**src/rtl/eff_addr_seq.sv**
```systemverilog
// Effective-address sequencer for the 6502 core: zero-page, absolute, indexed
// and pointer-indirect modes, with 6502-accurate page-cross and store fix-up timing.
module eff_addr_seq #(
  parameter int unsigned DATA_W      = 8,
  parameter bit          JMP_IND_BUG = 1'b1,
  parameter bit          STORE_FIX   = 1'b1
) (
  input  logic                  Clk,
  input  logic                  Reset_n,
  input  logic                  start,
  input  logic [2:0]            mode,
  input  logic                  is_write,
  input  logic [DATA_W-1:0]     op_lo,
  input  logic [DATA_W-1:0]     op_hi,
  input  logic [DATA_W-1:0]     index,
  output logic                  mem_rd,
  output logic [2*DATA_W-1:0]   mem_addr,
  input  logic [DATA_W-1:0]     mem_rdata,
  output logic [2*DATA_W-1:0]   ea,
  output logic                  ea_valid,
  output logic                  page_cross,
  output logic                  busy
);

  localparam int unsigned ADDR_W = 2 * DATA_W;

  localparam logic [2:0] M_ZP   = 3'd0;
  localparam logic [2:0] M_ZPI  = 3'd1;
  localparam logic [2:0] M_ABSI = 3'd3;
  localparam logic [2:0] M_INDX = 3'd4;
  localparam logic [2:0] M_INDY = 3'd5;
  localparam logic [2:0] M_IND  = 3'd6;

  typedef enum logic [2:0] {
    S_IDLE   = 3'd0,
    S_RD_LO  = 3'd1,
    S_RD_HI  = 3'd2,
    S_CAP_HI = 3'd3,
    S_FIX    = 3'd4,
    S_DONE   = 3'd5
  } state_t;

  state_t              state_q, state_d;
  logic [2:0]          mode_q, mode_d;
  logic                wr_q, wr_d;
  logic [DATA_W-1:0]   op_lo_q, op_lo_d;
  logic [DATA_W-1:0]   op_hi_q, op_hi_d;
  logic [DATA_W-1:0]   idx_q, idx_d;
  logic [DATA_W-1:0]   lo_q, lo_d;
  logic [ADDR_W-1:0]   pend_ea_q, pend_ea_d;
  logic                pend_pc_q, pend_pc_d;
  logic [ADDR_W-1:0]   ea_q, ea_d;
  logic                pc_q, pc_d;
  logic                ea_valid_q, ea_valid_d;
  logic                mem_rd_q, mem_rd_d;
  logic [ADDR_W-1:0]   mem_addr_q, mem_addr_d;
  logic                busy_q, busy_d;

  logic [ADDR_W:0]     idle_add_c;
  logic [ADDR_W:0]     cap_add_c;

  // Indexed add: {low-byte carry, base + zero-extended index mod 2^ADDR_W}
  function automatic logic [ADDR_W:0] idx_add(input logic [ADDR_W-1:0] base,
                                              input logic [DATA_W-1:0] idx);
    logic [DATA_W:0]   lo_sum;
    logic [ADDR_W-1:0] sum;
    lo_sum = {1'b0, base[DATA_W-1:0]} + {1'b0, idx};
    sum    = base + {{DATA_W{1'b0}}, idx};
    return {lo_sum[DATA_W], sum};
  endfunction

  // Address of the pointer's low byte
  function automatic logic [ADDR_W-1:0] ptr_lo(input logic [2:0] m,
                                              input logic [DATA_W-1:0] lo,
                                              input logic [DATA_W-1:0] hi,
                                              input logic [DATA_W-1:0] idx);
    case (m)
      M_INDX:  return {{DATA_W{1'b0}}, DATA_W'(lo + idx)};
      M_INDY:  return {{DATA_W{1'b0}}, lo};
      default: return {hi, lo};
    endcase
  endfunction

  // Address of the pointer's high byte; zero-page pointers wrap within page 0
  function automatic logic [ADDR_W-1:0] ptr_hi(input logic [2:0] m,
                                              input logic [DATA_W-1:0] lo,
                                              input logic [DATA_W-1:0] hi,
                                              input logic [DATA_W-1:0] idx);
    logic [ADDR_W-1:0] p;
    p = ptr_lo(m, lo, hi, idx);
    if (m == M_IND) begin
      if (JMP_IND_BUG) return {hi, DATA_W'(lo + DATA_W'(1))};
      else             return p + ADDR_W'(1);
    end
    return {{DATA_W{1'b0}}, DATA_W'(p[DATA_W-1:0] + DATA_W'(1))};
  endfunction

  assign idle_add_c = idx_add({op_hi, op_lo}, index);
  assign cap_add_c  = idx_add({mem_rdata, lo_q}, idx_q);

  // State and registered outputs, synchronous active-low reset
  always_ff @(posedge Clk) begin
    if (!Reset_n) begin
      state_q    <= S_IDLE;
      mode_q     <= '0;
      wr_q       <= 1'b0;
      op_lo_q    <= '0;
      op_hi_q    <= '0;
      idx_q      <= '0;
      lo_q       <= '0;
      pend_ea_q  <= '0;
      pend_pc_q  <= 1'b0;
      ea_q       <= '0;
      pc_q       <= 1'b0;
      ea_valid_q <= 1'b0;
      mem_rd_q   <= 1'b0;
      mem_addr_q <= '0;
      busy_q     <= 1'b0;
    end else begin
      state_q    <= state_d;
      mode_q     <= mode_d;
      wr_q       <= wr_d;
      op_lo_q    <= op_lo_d;
      op_hi_q    <= op_hi_d;
      idx_q      <= idx_d;
      lo_q       <= lo_d;
      pend_ea_q  <= pend_ea_d;
      pend_pc_q  <= pend_pc_d;
      ea_q       <= ea_d;
      pc_q       <= pc_d;
      ea_valid_q <= ea_valid_d;
      mem_rd_q   <= mem_rd_d;
      mem_addr_q <= mem_addr_d;
      busy_q     <= busy_d;
    end
  end

  // Next-state and next-output logic; outputs reflect the state being entered
  always_comb begin
    state_d    = state_q;
    mode_d     = mode_q;
    wr_d       = wr_q;
    op_lo_d    = op_lo_q;
    op_hi_d    = op_hi_q;
    idx_d      = idx_q;
    lo_d       = lo_q;
    pend_ea_d  = pend_ea_q;
    pend_pc_d  = pend_pc_q;
    ea_d       = ea_q;
    pc_d       = pc_q;
    ea_valid_d = 1'b0;
    mem_rd_d   = 1'b0;
    mem_addr_d = '0;

    case (state_q)
      S_IDLE: begin
        if (start) begin
          mode_d  = mode;
          wr_d    = is_write;
          op_lo_d = op_lo;
          op_hi_d = op_hi;
          idx_d   = index;
          case (mode)
            M_ZP: begin
              ea_d = {{DATA_W{1'b0}}, op_lo};
              pc_d = 1'b0;
              state_d = S_DONE;
            end
            M_ZPI: begin
              ea_d = {{DATA_W{1'b0}}, DATA_W'(op_lo + index)};
              pc_d = 1'b0;
              state_d = S_DONE;
            end
            M_ABSI: begin
              if (idle_add_c[ADDR_W] || (is_write && STORE_FIX)) begin
                pend_ea_d = idle_add_c[ADDR_W-1:0];
                pend_pc_d = idle_add_c[ADDR_W];
                state_d   = S_FIX;
              end else begin
                ea_d    = idle_add_c[ADDR_W-1:0];
                pc_d    = idle_add_c[ADDR_W];
                state_d = S_DONE;
              end
            end
            M_INDX, M_INDY, M_IND: begin
              mem_rd_d   = 1'b1;
              mem_addr_d = ptr_lo(mode, op_lo, op_hi, index);
              state_d    = S_RD_LO;
            end
            default: begin
              ea_d = {op_hi, op_lo};
              pc_d = 1'b0;
              state_d = S_DONE;
            end
          endcase
        end
      end
      S_RD_LO: begin
        mem_rd_d   = 1'b1;
        mem_addr_d = ptr_hi(mode_q, op_lo_q, op_hi_q, idx_q);
        state_d    = S_RD_HI;
      end
      S_RD_HI: begin
        lo_d    = mem_rdata;
        state_d = S_CAP_HI;
      end
      S_CAP_HI: begin
        if (mode_q == M_INDY) begin
          if (cap_add_c[ADDR_W] || (wr_q && STORE_FIX)) begin
            pend_ea_d = cap_add_c[ADDR_W-1:0];
            pend_pc_d = cap_add_c[ADDR_W];
            state_d   = S_FIX;
          end else begin
            ea_d    = cap_add_c[ADDR_W-1:0];
            pc_d    = cap_add_c[ADDR_W];
            state_d = S_DONE;
          end
        end else begin
          ea_d    = {mem_rdata, lo_q};
          pc_d    = 1'b0;
          state_d = S_DONE;
        end
      end
      S_FIX: begin
        ea_d    = pend_ea_q;
        pc_d    = pend_pc_q;
        state_d = S_DONE;
      end
      S_DONE: begin
        state_d = S_IDLE;
      end
      default: begin
        state_d = S_IDLE;
      end
    endcase

    if (state_d == S_DONE) ea_valid_d = 1'b1;
    busy_d = (state_d != S_IDLE);
  end

  assign mem_rd     = mem_rd_q;
  assign mem_addr   = mem_addr_q;
  assign ea         = ea_q;
  assign ea_valid   = ea_valid_q;
  assign page_cross = pc_q;
  assign busy       = busy_q;

endmodule

```
**config.mk**
```make
export PLATFORM = sky130hd
export DESIGN_NAME = eff_addr_seq
export DESIGN_NICKNAME = d
export VERILOG_FILES = /design/src/rtl/eff_addr_seq.sv
export SDC_FILE = /design/constraint.sdc
export NUM_CORES = 1
export LEC_CHECK = 0
export CAP_MARGIN = 10
export CELL_PAD_IN_SITES_DETAIL_PLACEMENT = 0
export CELL_PAD_IN_SITES_GLOBAL_PLACEMENT = 1
export CORE_MARGIN = 2
export CORE_UTILIZATION = 35
export CTS_BUF_LIST = sky130_fd_sc_hd__clkbuf_16
export CTS_CLUSTER_SIZE = 12
export DETAILED_ROUTE_END_ITERATION = 16
export DONT_BUFFER_PORTS = 1
export GPL_ROUTABILITY_DRIVEN = 0
export GPL_TIMING_DRIVEN = 1
export PLACE_DENSITY = 0.72
export SETUP_SLACK_MARGIN = 0.1
export SYNTH_ARGS = -nofsm -noshare
export SYNTH_HDL_FRONTEND = slang
export SYNTH_SLANG_ARGS = --single-unit
```
**constraint.sdc**
```tcl
create_clock -name Clk -period 3.1 [get_ports Clk]
set_input_delay 0.62 -clock Clk [delete_from_list [all_inputs] [get_ports Clk]]
set_output_delay 0.62 -clock Clk [all_outputs]
set_load 0.05 [all_outputs]
```
==> results.cfg <==
[floorplan]
start_util = 0.3570
core_sq_um = 16580
num_io_pins = 75
rows = 47
die_w_microns = 134.1
die_area_sq_um = 17970
die_height_microns = 134.1

[critical_path]
critPathArrivalTime_ps = 3040
crit_type = register to register
end_kind = register
critPathLaunchType = register
crit_fanout = 8
cp.required_ps = 3360

[route]
antenna_left = 0
drc = 0
dr.pass1.iters = 7
post_drt_wl_per_cell_microns = 19.49
num_vias = 5689
totalWireLength_microns = 19410
via_per_inst = 5.712
drt_iter0_markers = 538

[clock_tree]
path_clk_slew_ps = 70
htree_levels = 3
cts_sinks = 92
hold_buffers = 0
clock_path_buffers = 2
tritoncts = yes
clockRootBuffer = clkbuf_16
worst_skew_pair.late_latency_ps = 360
cts_inserted_buffers = 9

[timing]
hold_ws_ps = 393.2
fin_skew_ps = 10.06
tightest_slew_ps = 633.3
setup_tns_ps = 0
slew_viol_final = 0
rsz0062_at_grt = false
setup_viol = 0
slew_headroom = 0.5762
layout_setup_ws_ps = 320.4
hold_viol = 0
timing.final.crit_share = 0.8966
max_freq_mhz = 359.8
fin_crit_ps = 2780

[layout]
fin_util = 0.3920
final_layout_size_suffix_gt1_frac = 0.08892
final_nets = 837
syn2layout_area_growth_pct = 9.784
layout_commonest_cell = nand2_1
fill_cells = 1737
diodes = 0
final_cell_mix = nand2_1, dfxtp_1, a21oi_1

[logic_synthesis]
synth_seq_cells = 92
syn_nets = 852
syn_inst = 786
synth_enable_flop_cells = 0
synth_flop_cell = dfxtp_1
yosys.area.top_type = dfxtp_1
synth_area_leaders = dfxtp_1, nand2_1, a21oi_1
synth_top_area_frac = 0.3111
syn_area_sq_um = 5921
yosys_warnings = 0
yosysSeqAreaShare = 0.3111
syn_avg_cell_area_sq_um = 7.533
async_reset_ff_frac = 0
synth_cell_types = 72

[pwr]
power_mw = 5.058
ir_drop_mv = 0.3277
p_per_area_nw_per_um2 = 778.2
p_leak_nw = 2.370

[place]
place_ws_ps = 123.9
dp_hpwl_microns = 14860
io_buffer_count = 0

[grt]
overflow = 0
grt_pass1_wl_microns = 30190
grt_max_degree = 32
antenna_found_initial = 0
grt_usage = 0.2164
grt_pass1_vias = 5384

[min_path]
hp-class = primary input to register

[run]
cap_viol_max_count = 0

[outcome]
outcome = completed
## state kept, by name (all words and copies together), names as in the netlist, 3 cells and up
name	cells
ea	16
idx_q	8
lo_q	8
mem_addr	16
mode_q	3
op_hi_q	8
op_lo_q	8
pend_ea_q	16
state_q	3
## cells in the mapped netlist (4+ instances only)
| cell type | count |
|---|---|
| a211o_1 | 4 |
| a211oi_1 | 10 |
| a211oi_2 | 7 |
| a21o_1 | 7 |
| a21oi_1 | 86 |
| a221oi_1 | 8 |
| a22oi_1 | 15 |
| a311oi_1 | 4 |
| a31oi_1 | 8 |
| buf_2 | 8 |
| clkbuf_1 | 37 |
| dfxtp_1 | 92 |
| ha_1 | 24 |
| inv_1 | 10 |
| mux2i_1 | 8 |
| nand2_1 | 162 |
| nand2b_1 | 5 |
| nand3_1 | 17 |
| nand3b_1 | 5 |
| nand4_1 | 6 |
| nor2_1 | 72 |
| nor2b_1 | 4 |
| nor3_1 | 7 |
| nor3b_1 | 5 |
| o21ai_0 | 53 |
| o22ai_1 | 6 |
| o32ai_1 | 4 |
| xnor2_1 | 25 |
| xor2_1 | 14 |
## per-stage QoR
step	area, sq um	instances
3_3_place_gp	6146	977
6_report	6500	996
5_1_grt	6500	996
4_1_cts	6471	993
3_5_place_dp	6146	977
2_1_floorplan	5921	786
## where the power goes
part           internal [mW]  leakage (nW)  switching (mW)
combinational          0.702          1.46            1.12
clock                  0.712         0.160           0.500
sequential              1.43         0.751           0.589
## layer usage
metal | up-vias | part of all wire | GRT usage | wire, microns
li1 | 2781 | - | - | -
met5 | - | 0 | 0 | 0
met4 | 0 | 0.027 | 0.08538 | 529
met2 | 225 | 0.46 | 0.3390 | 8853
met1 | 2654 | 0.44 | 0.2880 | 8453
met3 | 29 | 0.081 | 0.05178 | 1573
## critical path, stage by stage (launching register included)
cell and delay (ps):
dfxtp_1 440, ha_1 210, inv_1 50, fa_1 400, nor2b_1 240, o21ai_2 170, a21oi_2 260, o41ai_4 130
a21oi_4 270, buf_4 230, nor2_1 50, a311oi_1 230
## final cells by class
class                      count  area, sq um  area share
clock buffer                   9        225.2     0.03465
inverter                      11        41.29    0.006352
clock inverter                 7        100.1     0.01540
multi-input combinational    635         3839      0.5906
tap                          220        275.3     0.04235
sequential                    92         1842      0.2834
timing repair buffer          22        177.7     0.02733
## worst paths after layout
check                           slack, ps  depth (start not counted)           end  startpoint
worst max-delay path                  320                         11  pend_ea_q[3]    idx_q[0]
worst min-delay path                  390                          2          wr_q    is_write
worst max register to register        320                         11  pend_ea_q[3]    idx_q[0]
worst min register to register        460                          2    op_hi_q[7]  op_hi_q[7]
## repair_timing
action	in CTS	in global routing
gates resized for setup	0	1
setup buffers	0	3
endpoints found under the setup margin	0	5
## kinds of logic (layout without fill, tap and decap cells)
family	after synthesis	count (layout)	share of synthesized area
simple gates	312	312	0.2369
compound gates	247	247	0.2745
flops	92	92	0.3111
buf+inv	59	49	0.04163
xor+xnor	39	39	0.05769
fa+ha+maj	27	27	0.06086
mux	10	10	0.01733
No activity file was read; power rests on OpenSTA's default activity.
